## src/rtl/wb_gpio_irq_if.sv

```systemverilog
// wb_gpio_irq_if: classic Wishbone slave bus bundle for wb_gpio_irq
//   master drives adr/dat_i/we/cyc/stb/cti/bte; slave returns dat_o/ack/err/rty
interface wb_gpio_irq_if;
  logic [4:2]  wb_adr_i;
  logic [31:0] wb_dat_i;
  logic        wb_we_i;
  logic        wb_cyc_i;
  logic        wb_stb_i;
  logic [2:0]  wb_cti_i;
  logic [1:0]  wb_bte_i;
  logic [31:0] wb_dat_o;
  logic        wb_ack_o;
  logic        wb_err_o;
  logic        wb_rty_o;
  modport master (
    output wb_adr_i, wb_dat_i, wb_we_i, wb_cyc_i, wb_stb_i, wb_cti_i, wb_bte_i,
    input  wb_dat_o, wb_ack_o, wb_err_o, wb_rty_o
  );
  modport slave (
    input  wb_adr_i, wb_dat_i, wb_we_i, wb_cyc_i, wb_stb_i, wb_cti_i, wb_bte_i,
    output wb_dat_o, wb_ack_o, wb_err_o, wb_rty_o
  );
endinterface

```

## src/rtl/wb_gpio_irq.sv

```systemverilog
// wb_gpio_irq: Wishbone GPIO, per-pin direction, set/clr/tgl, input synchroniser, edge interrupts
//   wb_clk/wb_rst : clock, async active-high reset
//   wb            : classic single-cycle-ack Wishbone slave (registers 0..7)
//   gpio_i        : async pin inputs; gpio_o / gpio_dir_o : output data / drive enable
//   irq_o         : registered level interrupt
//   WB_GPIO_IRQ_EN defined builds MASK/EDGE/STATUS and irq_o; otherwise they read 0 and irq_o is 0
module wb_gpio_irq #(
  parameter int n_bits = 32,
  parameter int sync_stages = 2
) (
  input  logic              wb_clk,
  input  logic              wb_rst,
  wb_gpio_irq_if.slave      wb,
  input  logic [n_bits-1:0] gpio_i,
  output logic [n_bits-1:0] gpio_o,
  output logic [n_bits-1:0] gpio_dir_o,
  output logic              irq_o
);
  localparam int sw = sync_stages * n_bits;
  logic              acc, wr;
  logic [2:0]        adr;
  logic [n_bits-1:0] wd, sync, go_n;
  logic [sw-1:0]     sr;
  logic [31:0]       rd;
  assign adr = wb.wb_adr_i;
  // ack low on the accept edge forces every second cycle between accepts
  assign acc = wb.wb_cyc_i & wb.wb_stb_i & ~wb.wb_ack_o;
  assign wr = acc & wb.wb_we_i;
  assign wd = wb.wb_dat_i[n_bits-1:0];
  assign sync = sr[sw-1 -: n_bits];
  assign wb.wb_err_o = 1'b0;
  assign wb.wb_rty_o = 1'b0;
  assign go_n = !wr ? gpio_o :
                adr == 3'd0 ? wd :
                adr == 3'd2 ? gpio_o | wd :
                adr == 3'd3 ? gpio_o & ~wd :
                adr == 3'd4 ? gpio_o ^ wd : gpio_o;
  // synchroniser as a shift register of whole pin vectors; top slice is the last stage
  always_ff @(posedge wb_clk or posedge wb_rst)
    if (wb_rst) sr <= '0;
    else sr <= sw'({sr, gpio_i});
  always_ff @(posedge wb_clk or posedge wb_rst)
    if (wb_rst) begin
      gpio_o <= '0;
      gpio_dir_o <= '0;
      wb.wb_ack_o <= 1'b0;
      wb.wb_dat_o <= '0;
    end else begin
      wb.wb_ack_o <= acc;
      if (acc && !wb.wb_we_i) wb.wb_dat_o <= rd;
      if (wr && adr == 3'd1) gpio_dir_o <= wd;
      gpio_o <= go_n;
    end
`ifdef WB_GPIO_IRQ_EN
  logic [n_bits-1:0] mask, edge_sel, status, prev, evt, w1c;
  assign evt = (edge_sel & sync & ~prev) | (~edge_sel & prev & ~sync);
  assign w1c = {n_bits{wr && adr == 3'd7}} & wd;
  always_ff @(posedge wb_clk or posedge wb_rst)
    if (wb_rst) begin
      prev <= '0;
      mask <= '0;
      edge_sel <= '0;
      status <= '0;
      irq_o <= 1'b0;
    end else begin
      prev <= sync;
      if (wr && adr == 3'd5) mask <= wd;
      if (wr && adr == 3'd6) edge_sel <= wd;
      // OR-ing the event after the clear lets a same-edge event win over W1C
      status <= (status & ~w1c) | evt;
      irq_o <= |(status & mask);
    end
`else
  assign irq_o = 1'b0;
`endif
  always_comb begin
    rd = '0;
    case (adr)
      3'd0: rd = 32'(sync);
      3'd1: rd = 32'(gpio_dir_o);
      3'd2, 3'd3, 3'd4: rd = 32'(gpio_o);
`ifdef WB_GPIO_IRQ_EN
      3'd5: rd = 32'(mask);
      3'd6: rd = 32'(edge_sel);
      3'd7: rd = 32'(status);
`endif
      default: rd = '0;
    endcase
  end
endmodule

```

## src/flat_wrapper.sv

```systemverilog
// flat-port wrapper written by rule: the top's interface ports become plain ports
module wb_gpio_irq_flat 
#(
  parameter int n_bits = 32,
  parameter int sync_stages = 2
)
  (wb_clk, wb_rst, gpio_i, gpio_o, gpio_dir_o, irq_o, wb_wb_adr_i, wb_wb_dat_i, wb_wb_we_i, wb_wb_cyc_i, wb_wb_stb_i, wb_wb_cti_i, wb_wb_bte_i, wb_wb_dat_o, wb_wb_ack_o, wb_wb_err_o, wb_wb_rty_o);
  wb_gpio_irq_if wb_i ();
  input  logic wb_clk;
  input  logic wb_rst;
  input  logic [n_bits-1:0] gpio_i;
  output logic [n_bits-1:0] gpio_o;
  output logic [n_bits-1:0] gpio_dir_o;
  output logic irq_o;
  input wire logic [$bits(wb_i.wb_adr_i)-1:0] wb_wb_adr_i;
  input wire logic [$bits(wb_i.wb_dat_i)-1:0] wb_wb_dat_i;
  input wire logic [$bits(wb_i.wb_we_i)-1:0] wb_wb_we_i;
  input wire logic [$bits(wb_i.wb_cyc_i)-1:0] wb_wb_cyc_i;
  input wire logic [$bits(wb_i.wb_stb_i)-1:0] wb_wb_stb_i;
  input wire logic [$bits(wb_i.wb_cti_i)-1:0] wb_wb_cti_i;
  input wire logic [$bits(wb_i.wb_bte_i)-1:0] wb_wb_bte_i;
  output wire logic [$bits(wb_i.wb_dat_o)-1:0] wb_wb_dat_o;
  output wire logic [$bits(wb_i.wb_ack_o)-1:0] wb_wb_ack_o;
  output wire logic [$bits(wb_i.wb_err_o)-1:0] wb_wb_err_o;
  output wire logic [$bits(wb_i.wb_rty_o)-1:0] wb_wb_rty_o;
  assign wb_i.wb_adr_i = wb_wb_adr_i;
  assign wb_i.wb_dat_i = wb_wb_dat_i;
  assign wb_i.wb_we_i = wb_wb_we_i;
  assign wb_i.wb_cyc_i = wb_wb_cyc_i;
  assign wb_i.wb_stb_i = wb_wb_stb_i;
  assign wb_i.wb_cti_i = wb_wb_cti_i;
  assign wb_i.wb_bte_i = wb_wb_bte_i;
  assign wb_wb_dat_o = wb_i.wb_dat_o;
  assign wb_wb_ack_o = wb_i.wb_ack_o;
  assign wb_wb_err_o = wb_i.wb_err_o;
  assign wb_wb_rty_o = wb_i.wb_rty_o;
  wb_gpio_irq #(.n_bits(n_bits), .sync_stages(sync_stages)) u_core (.wb_clk(wb_clk), .wb_rst(wb_rst), .wb(wb_i), .gpio_i(gpio_i), .gpio_o(gpio_o), .gpio_dir_o(gpio_dir_o), .irq_o(irq_o));
endmodule
```

## config.mk

```make
export PLATFORM = sky130hd
export DESIGN_NAME = wb_gpio_irq_flat
export DESIGN_NICKNAME = d
export VERILOG_FILES = /design/src/rtl/wb_gpio_irq_if.sv /design/src/rtl/wb_gpio_irq.sv /design/src/flat_wrapper.sv
export SDC_FILE = /design/constraint.sdc
export NUM_CORES = 1
export LEC_CHECK = 0
export BUFFER_PORTS_ARGS = -buffer_cell sky130_fd_sc_hd__buf_2
export CORE_AREA = 2 2 128 130
export CTS_CLUSTER_DIAMETER = 50
export CTS_CLUSTER_SIZE = 12
export DETAILED_ROUTE_END_ITERATION = 12
export DIE_AREA = 0 0 130 132
export MAX_ROUTING_LAYER = met4
export PLACE_DENSITY = 0.79
export SKIP_CTS_REPAIR_TIMING = 1
export SLEW_MARGIN = 5
export SYNTH_ARGS = -nofsm -noshare
export SYNTH_HDL_FRONTEND = slang
export SYNTH_SLANG_ARGS = --single-unit
```

## constraint.sdc

```tcl
create_clock -name wb_clk -period 7.15 [get_ports wb_clk]
set_clock_uncertainty 0.1 [all_clocks]
set_input_delay 1.43 -clock wb_clk [delete_from_list [all_inputs] [get_ports wb_clk]]
set_output_delay 1.43 -clock wb_clk [all_outputs]
set_load 0.1 [all_outputs]
```

== Word-level counts from Yosys, hierarchy flattened ==
Cells that the tools add are included.

* Register bits: 161
* Input bits: 77
* Output and inout bits: 100
* Logic and storage cells: 29

* Equal/unequal tests: 4
* Muxes and demuxes: 5
* Bitwise operators: 8
* Reductions and logical operators: 7

{| class="wikitable"
|+ Operators with widths
! kind !! number
|-
| 2-to-1 mux 32 bit || 4
|-
| case mux 32 bit (3 select lines) || 1
|-
| bitwise AND 32 bit || 1
|-
| NOT 32 bit || 1
|-
| bitwise OR 32 bit || 1
|-
| XOR 32 bit || 1
|-
| equality test 3 x 2 -> 1 bit, second input constant || 2
|-
| nonzero test 4 bit || 1
|-
| bitwise AND 1 bit || 3
|-
| equality test 3 x 1 -> 1 bit, second input constant || 1
|-
| equality test 3 bit, second input constant || 1
|-
| zero test 3 bit || 1
|-
| OR reduction 3 bit || 1
|-
| logical AND 1 bit || 2
|-
| AND reduction 2 bit || 1
|-
| zero test 1 bit || 1
|-
| NOT 1 bit || 1
|}

== Depth between registers and ports, before layout ==
* Word-level depth: 5
* Gate-level depth with buffers: 6
* Mapped depth without buffers: 5

== Worst setup path after synthesis ==
OpenSTA, ideal clock, no wires.

* Path kind: input-to-reg
* From: input port wb_wb_adr_i[2]
* To: register u_core.gpio_o[0]
* Data arrival time: 2638 ps
* Data required time: 6947 ps
* Setup slack: 4309 ps
* Stages: 6
* Path through: buf_2 -> mux2_4 -> or2_1 -> buf_2 -> buf_6 -> o41ai_2

* Longest elaborated chain between the ends: 4
* Elaborated cells on any way between the ends: 9
* Classes of those cells: eq/ne: 3; mux: 3; reduce/logical: 3

{| class="wikitable"
|+ Ends and longest elaborated chain
! item !! RTL line !! text
|-
| from (decl) || flat_wrapper.sv:15 || <nowiki>input wire logic [$bits(wb_i.wb_adr_i)-1:0] wb_wb_adr_i;</nowiki>
|-
| equality test 3 x 2 -> 1 bit || wb_gpio_irq.sv:36 || <nowiki>adr == 3'd3 ? gpio_o & ~wd :</nowiki>
|-
| 2-to-1 mux 32 bit || wb_gpio_irq.sv:36 ||
|-
| 2-to-1 mux 32 bit || wb_gpio_irq.sv:35 || <nowiki>adr == 3'd2 ? gpio_o | wd :</nowiki>
|-
| 2-to-1 mux 32 bit || wb_gpio_irq.sv:34 || <nowiki>adr == 3'd0 ? wd :</nowiki>
|-
| to (signal assigned) || wb_gpio_irq.sv:52 || <nowiki>gpio_o <= go_n;</nowiki>
|-
| to (decl) || wb_gpio_irq.sv:15 || <nowiki>output logic [n_bits-1:0] gpio_o,</nowiki>
|}

Parallel ways exist; a longest one is shown, timed or not.
A chain may end at the register's enable or synchronous reset.

== Worst setup path in the final report ==
* From: input port wb_wb_we_i
* To: register u_core.gpio_dir_o[30]

* Longest elaborated chain between the ends: 2

{| class="wikitable"
|+ Ends and longest elaborated chain
! item !! RTL line !! text
|-
| from (decl) || flat_wrapper.sv:17 || <nowiki>input wire logic [$bits(wb_i.wb_we_i)-1:0] wb_wb_we_i;</nowiki>
|-
| bitwise AND 1 bit || wb_gpio_irq.sv:28 || <nowiki>assign wr = acc & wb.wb_we_i;</nowiki>
|-
| logical AND 1 bit || wb_gpio_irq.sv:51 || <nowiki>if (wr && adr == 3'd1) gpio_dir_o <= wd;</nowiki>
|-
| to (signal assigned) || wb_gpio_irq.sv:51 ||
|-
| to (decl) || wb_gpio_irq.sv:16 || <nowiki>output logic [n_bits-1:0] gpio_dir_o,</nowiki>
|}

No other way between the ends.

==> summary.txt <==
status: complete, no violations
WL per Instance: 18.6 um
library cells used by synthesis: 33
syn_area_per_cell: 11.2 sq um
cell with the most instances after synthesis: dfrtp_1
relative slew slack: 19.2%
share of post-route cells with drive strength above 1: 33.5%
vias: 6303
met2 wire length: 10100 um
Multi-input gate area: 0.00394 sq mm
Top FF cell, synth: dfrtp_1
CP Max Fanout: 34
Post-synth EDFFs: 0
Data arrival, critical path: 3910 ps
row count: 46
gp weighted congestion: 0.757
initial antenna violation count: 0
final net count: 1035
cells after synthesis: 762
global-route wire length before repair: 33600 um
Crit Path Category: in -> reg
clk_lat worst skew: 430 ps
TritonCTS clock tree: built
PD cells: 379 mW/mm^2
most common library cells after synthesis: dfrtp_1 (161), nor2_1 (89), inv_1 (67)
Ports: 177
starting DRC count in detailed routing: 468
top post-synthesis cells by area: dfrtp_1 (47%), ha_1 (9.4%), o41ai_2 (5.7%)
Achievable Freq: 0.270 GHz
Pwr Total: 3.77 mW
Final setup viols: 0
met3 WL post-DR: 1080 um
Post-synth ARST share: 100%
Final Cycle Share: 51.8%
Pleak: 4.92 nW
R2R Setup Slk: 4080 ps
Synth area leader: dfrtp_1
overall routing resource usage: 25.7%
uppermost layer routed: met4
CP required: 7360 ps
Worst Hold Class: reg -> reg
Die Area: 0.0172 sq mm
cell area after synthesis: 0.00851 sq mm
post-route ant nets: 0
met1 WL: 9290 um
vias in the first global route: 6349
initial core utilization: 54.2%
DRC: 0
CTS H-tree depth: 4
Area growth, synth to finish: 16.8%
CP Capture Type: flop
Die Y: 132 um
CTS Buffer Depth: 2
critical path launch point type: input pin
Synth top area share: 47.3%
count of TritonRoute iterations in the first routing pass: 5
count of final hold-check violations: 0
core area: 0.0157 sq mm
worst slew pin tran: 1210 ps
sequential-to-total area share from yosys stat: 47.3%
Remaining Overflow, GRT: 0
Die W: 130 um
Filler Cell Count: 1251
register bit total from synthesis: 161
drt via density: 5.62
Worst VDD drop: 250 uV
TritonCTS Buffers: 17
register area: 0.00403 sq mm
Post-Route WL: 20900 um
largest net degree at the start of global routing: 96
RSZ-0062 raised after global routing: no
clock slew at reported path FFs: 60 ps
Setup TNS Final: 0 ps
I/O Buffers: 168
clk sinks: 161
Final Slew Violations: 0
CTS root buffer: clkbuf_16
Yosys warnings: 0
DP HPWL: 12800 um
Max Cap Viol: 0
Tmin final: 3700 ps
==> final cells by class <==
type / instances / area share [%]
well taps: 216 / 2.72
clock buffers: 21 / 4.53
clock inverters: 9 / 1.11
repair buffers: 174 / 8.93
flip-flops and latches: 161 / 40.5
inverters: 67 / 2.58
multi-input cells: 473 / 39.6
diodes: 1 / 0.0252
==> registers in the layout, indices dropped and copies added, names as in the netlist <==
name,flops
u_core.gpio_dir_o,32
u_core.wb.wb_dat_o,32
u_core.wb.wb_ack_o,1
u_core.gpio_o,32
u_core.sr,64
==> per-layer routing <==
metal | GRT usage (%) | vias up
li1 | - | 2931
met3 | 4.18 | 26
met2 | 39.6 | 224
met5 | - | -
met4 | 8.90 | 0
met1 | 34.7 | 3122
==> metrics by stage <==
step | hold slack, ps | worst slack (ps) | util (%) | cell area (sq um) | instances
after floorplan | 231 | 1270 | - | 8520 | 764
after global placement | 231 | 3050 | 59.7 | 9380 | 1091
final | 247 | 3450 | 63.3 | 9940 | 1122
after CTS | 248 | 3470 | 63.3 | 9940 | 1121
after global routing | 250 | 3350 | 63.3 | 9940 | 1121
after detailed placement | 235 | 3030 | 59.7 | 9380 | 1091
==> where the power goes <==
part	switching, mW	total (mW)	internal [mW]
Sequential	0.147	1.21	1.06
Clock	0.365	0.885	0.519
Combinational	1.33	1.68	0.350
Total	1.84	3.77	1.93
==> cells in the final DEF, fill, tap and decap left out, drive strengths merged, types with 18 or more instances in the layout <==
cell type	instances
dfrtp	161
a211oi	23
o21ai	45
nor4bb	21
buf	174
a221oi	20
inv	68
clkbuf	21
nand2b	18
ha	64
o41ai	32
a21oi	59
nor2	89
mux2	65
==> kinds of logic (layout without fill, tap and decap cells) <==
group / count (synthesis) / in the layout / synth area share, %
AND/OR/NAND/NOR: 149 / 149 / 9.20
other: 1 / 4 / 0.0440
AO/OA/AOI/OAI: 192 / 192 / 17.1
flip-flops: 161 / 161 / 47.3
adder cells (fa/ha/maj): 64 / 64 / 9.41
buffers and inverters: 130 / 271 / 6.94
multiplexers: 65 / 65 / 9.96
==> worst max-delay path, cell delays in order <==
cell and delay [ps]:
buf_2 130, nand4b_4 440, or4b_2 1130, buf_4 390, mux2_1 350
==> worst paths after layout <==
check | startpoint | end | depth (start not counted)
max in group asynchronous | wb_rst | u_core.gpio_dir_o[5] | 3
worst max-delay path | wb_wb_we_i | u_core.gpio_dir_o[30] | 5
worst min-delay path | u_core.sr[14] | u_core.sr[46] | 0
min in group asynchronous | wb_rst | u_core.sr[20] | 2
worst min register to register | u_core.sr[14] | u_core.sr[46] | 0
worst max register to register | u_core.wb.wb_ack_o | u_core.gpio_dir_o[30] | 4
Power figures use the tool's default switching activity.
